### src/rtl/demux_1to4_struct.sv
// 1-to-4 demultiplexer with a gate-level routing path, a registered copy, rise pulses
// and optional saturating per-channel activity counters (enable with DEMUX_ACT_CNT_EN).
module demux_1to4_struct #(
  parameter int CNT_W = 8
) (
  input  logic               clk,
  input  logic               rst_n,
  input  logic               data_in,
  input  logic [1:0]         sel,
  output logic [3:0]         out,
  output logic [3:0]         out_q,
  output logic [3:0]         rise,
  output logic [4*CNT_W-1:0] act_cnt
);

  wire       sel_n0;
  wire       sel_n1;
  wire [3:0] out_w;

  // Pure gate network so the routing path stays independent of clk and rst_n.
  not u_not_s0 (sel_n0, sel[0]);
  not u_not_s1 (sel_n1, sel[1]);

  and u_and_o0 (out_w[0], data_in, sel_n1, sel_n0);
  and u_and_o1 (out_w[1], data_in, sel_n1, sel[0]);
  and u_and_o2 (out_w[2], data_in, sel[1], sel_n0);
  and u_and_o3 (out_w[3], data_in, sel[1], sel[0]);

  assign out = out_w;

  always_ff @(posedge clk or negedge rst_n) begin
    if (!rst_n) begin
      out_q <= 4'b0000;
      rise  <= 4'b0000;
    end else begin
      out_q <= out_w;
      rise  <= out_w & ~out_q;
    end
  end

`ifdef DEMUX_ACT_CNT_EN
  // Each counter only sees its own routed bit, so at most one advances per cycle.
  for (genvar i = 0; i < 4; i++) begin : g_cnt
    logic [CNT_W-1:0] cnt;

    always_ff @(posedge clk or negedge rst_n) begin
      if (!rst_n) begin
        cnt <= '0;
      end else if (out_w[i] && (cnt != {CNT_W{1'b1}})) begin
        cnt <= cnt + 1'b1;
      end
    end

    assign act_cnt[CNT_W*i +: CNT_W] = cnt;
  end
`else
  assign act_cnt = '0;
`endif

endmodule

### config.mk
export PLATFORM = sky130hd
export DESIGN_NAME = demux_1to4_struct
export DESIGN_NICKNAME = d
export VERILOG_FILES = /design/src/rtl/demux_1to4_struct.sv
export SDC_FILE = /design/constraint.sdc
export NUM_CORES = 1
export LEC_CHECK = 0
export ABC_AREA = 1
export CAP_MARGIN = 10
export CELL_PAD_IN_SITES_DETAIL_PLACEMENT = 0
export CELL_PAD_IN_SITES_GLOBAL_PLACEMENT = 1
export CORE_UTILIZATION = 21
export CTS_CLUSTER_SIZE = 8
export DETAILED_ROUTE_END_ITERATION = 8
export PLACE_DENSITY_LB_ADDON = 0.1
export SYNTH_ARGS = -nofsm -noshare
export SYNTH_HDL_FRONTEND = slang
export SYNTH_SLANG_ARGS = --single-unit
### constraint.sdc
create_clock -name clk -period 1.8 [get_ports clk]
set_input_delay 0.54 -clock clk [delete_from_list [all_inputs] [get_ports clk]]
set_output_delay 0.54 -clock clk [all_outputs]
set_load 0.1 [all_outputs]
==> flow_summary_export.csv <==
group,metric,value,unit
worst_setup_path,rrSetupSlack,1130,ps
place,preCtsSetupSlack,-332,ps
route,drc,0,
cells_and_area,final_common_cell,"conb_1",
synthesis,synthTopCellsByArea,"buf_4 (47%), dfrtp_1 (39%), nor3_2 (5.8%)",
cells_and_area,nets,87,
floorplan,die_w,51.5,µm
route,ant_nets,0,
min_path,min_path_type,"reg -> reg",
floorplan,dieArea,2660,µm²
synthesis,ys_seq_area_share,38.8,%
power_and_ir_drop,seqPwrFrac,24.8,%
synthesis,ys_ff_latch,8,
synthesis,synth.avg_cell_area,9.55,µm²
cells_and_area,syn_to_final_growth,61.2,%
global_routing,grt_overflow,0,
place,place_area,776,µm²
worst_setup_path,worstPathRequired,1260,ps
floorplan,rows,17,
clock_tree,clockRootBuffer,"clkbuf_4",
run_status,status,"completed",
place,dp_hpwl,727,µm
global_routing,grt_usage,6.65,%
place,io_buffers,16,
clock_tree,cts_buffers,3,
floorplan,coreArea,2250,µm²
worst_setup_path,crit_path_start_kind,"input port",
power_and_ir_drop,powerDensity,943,nW/µm²
worst_setup_path,worstRegToRegCells,1,
sta,fin_crit_sh,98.0,%
synthesis,yosysWarnings,0,
worst_setup_path,end_kind,"output port",
flow_run,maxCapViolCount,0,
worst_setup_path,r2r_end,"rise[1]",
route,dr.pass1.iters,3,
global_routing,grt_pass1_vias,296,
sta,finalCriticalPeriod,1760,ps
clock_tree,clk_pin_slew_worst_paths,50,ps
worst_setup_path,cp-startpoint,"sel[0]",
power_and_ir_drop,p_comb_share,58.6,%
synthesis,syn_area,515,µm²
cells_and_area,fillCellCount,245,
sta,report.final.slew_viol_count,0,
route,wire_per_inst,7.69,µm
cells_and_area,final_area,831,µm²
power_and_ir_drop,swShare,58.4,%
clock_tree,clock_path_buffers,2,
clock_tree,cts_tree,"yes",
sta,rsz0062_at_grt,"false",
clock_tree,clock-sinks,8,
sta,finClkSkew,0.118,ps
cells_and_area,drive_gt1_share,45.0,%
synthesis,postSynthCellCount,54,
clock_tree,holdBufCountCts,0,
min_path,holdPathStages,1,
route,drtIter0Drc,1,
cells_and_area,antennaDiodeCount,0,
worst_setup_path,crit_path_end,"out[2]",
power_and_ir_drop,p_leak,0.420,nW
sta,fin_setup_tns,0,ps
clock_tree,clk_latency,240,ps
cells_and_area,layout_common_cells,"conb_1 (32), buf_12 (12), dfrtp_1 (8)",
power_and_ir_drop,clkPwrFrac,16.6,%
route,finalWirelength,830,µm
route,via_per_inst,3.06,
synthesis,yosys.area.top_type,"buf_4",
worst_setup_path,crit_fanout,3,
clock_tree,htreeDepth,1,
global_routing,grt_max_degree,9,
place,gp_congestion,0.706,
sta,hold_violations,0,
sta,timing.fmax,0.567,GHz
global_routing,grt_pass1_wl,1.26,mm
power_and_ir_drop,power.switching,0.000458,W
floorplan,initial_core_util,22.9,%
floorplan,ios,49,
synthesis,synth_cell_types,10,
sta,setup_viol,0,
worst_setup_path,worstSetupPathType,"in -> out",
power_and_ir_drop,max-vdd-ir-drop,0.341,mV
cells_and_area,fin_util,36.8,%
sta,fin_ws,36.8,ps
power_and_ir_drop,intPower,0.000325,W
synthesis,netlist.area_leader.share,46.6,%
worst_setup_path,r2r_start,"out_q[1]",
route,vias,330,
global_routing,antenna_found_initial,0,
worst_setup_path,cp.arrival,1220,ps
floorplan,fp.dieH,51.5,µm
repair_timing:
item	4_1_cts	5_1_grt
buffers inserted	1	0
setup endpoints to repair	4	3
gates resized for setup	11	3
pin swaps	3	2
cell usage after synthesis:
| cell type | n |
|---|---|
| conb_1 | 1 |
| nand2_2 | 1 |
| nor3_2 | 3 |
| inv_2 | 1 |
| nand2_1 | 1 |
| nor2_1 | 4 |
| inv_1 | 2 |
| nand3_1 | 1 |
| buf_4 | 32 |
| dfrtp_1 | 8 |
sequential cells by signal, indices dropped and copies added, names as in the netlist:
| name | flops |
|---|---|
| out_q | 4 |
| rise | 4 |
worst min-delay path by stage:
| stage | from | endpoint | slack, ps |
|---|---|---|---|
| floorplan | rst_n | out_q[0] | 240 |
| global placement | out_q[0] | rise[0] | 490 |
| detailed placement | out_q[0] | rise[0] | 480 |
| CTS | out_q[2] | rise[2] | 490 |
| global route | out_q[2] | rise[2] | 510 |
| finish | out_q[2] | rise[2] | 490 |
power by group through the flow:
stage	clock network [W]	registers [W]	logic (W)
floorplan	0	0.000244	0.000381
global placement	0	0.000198	0.000452
detailed placement	0	0.000197	0.000453
CTS	0.000140	0.000194	0.000459
global route	0.000154	0.000195	0.000469
finish	0.000130	0.000194	0.000459
layout make-up:
class	count	area, µm²	area share [%]
sequential	8	200	24.1
tap	28	35.0	4.22
clock buffer	3	22.5	2.71
inverter	3	15.0	1.81
timing repair buffer	24	340	41.0
multi-input combinational	42	218	26.2
routing by layer:
layer | vias to the layer above | GRT usage [%] | part of all wire [%]
met2 | 28 | 11.0 | 51
met1 | 149 | 6.82 | 35
met5 | - | 0 | 0
li1 | 151 | - | -
met4 | 0 | 2.70 | 0.72
met3 | 2 | 3.80 | 13
stage by stage:
stage	power, W	std cells	hold WS, ps
2_1_floorplan	0.000625	85	244
3_3_place_gp	0.000650	104	487
3_5_place_dp	0.000650	104	483
4_1_cts	0.000793	108	492
5_1_grt	0.000818	108	515
6_report	0.000783	108	486
cells by family (layout without fill, tap and decap cells):
kind of cell           Yosys count  in the layout  share of synthesized area (%)
buffers and inverters           35             30                           48.8
other                            1             32                          0.727
DFF                              8              8                           38.8
and+or+nand+nor                 10             10                           11.6
worst max-delay path, cell delays in order:
cell,delay (ps)
clkdlybuf4s15_1,220
buf_6,150
nor2_4,130
buf_12,180
No activity file was read; power rests on OpenSTA's default activity.
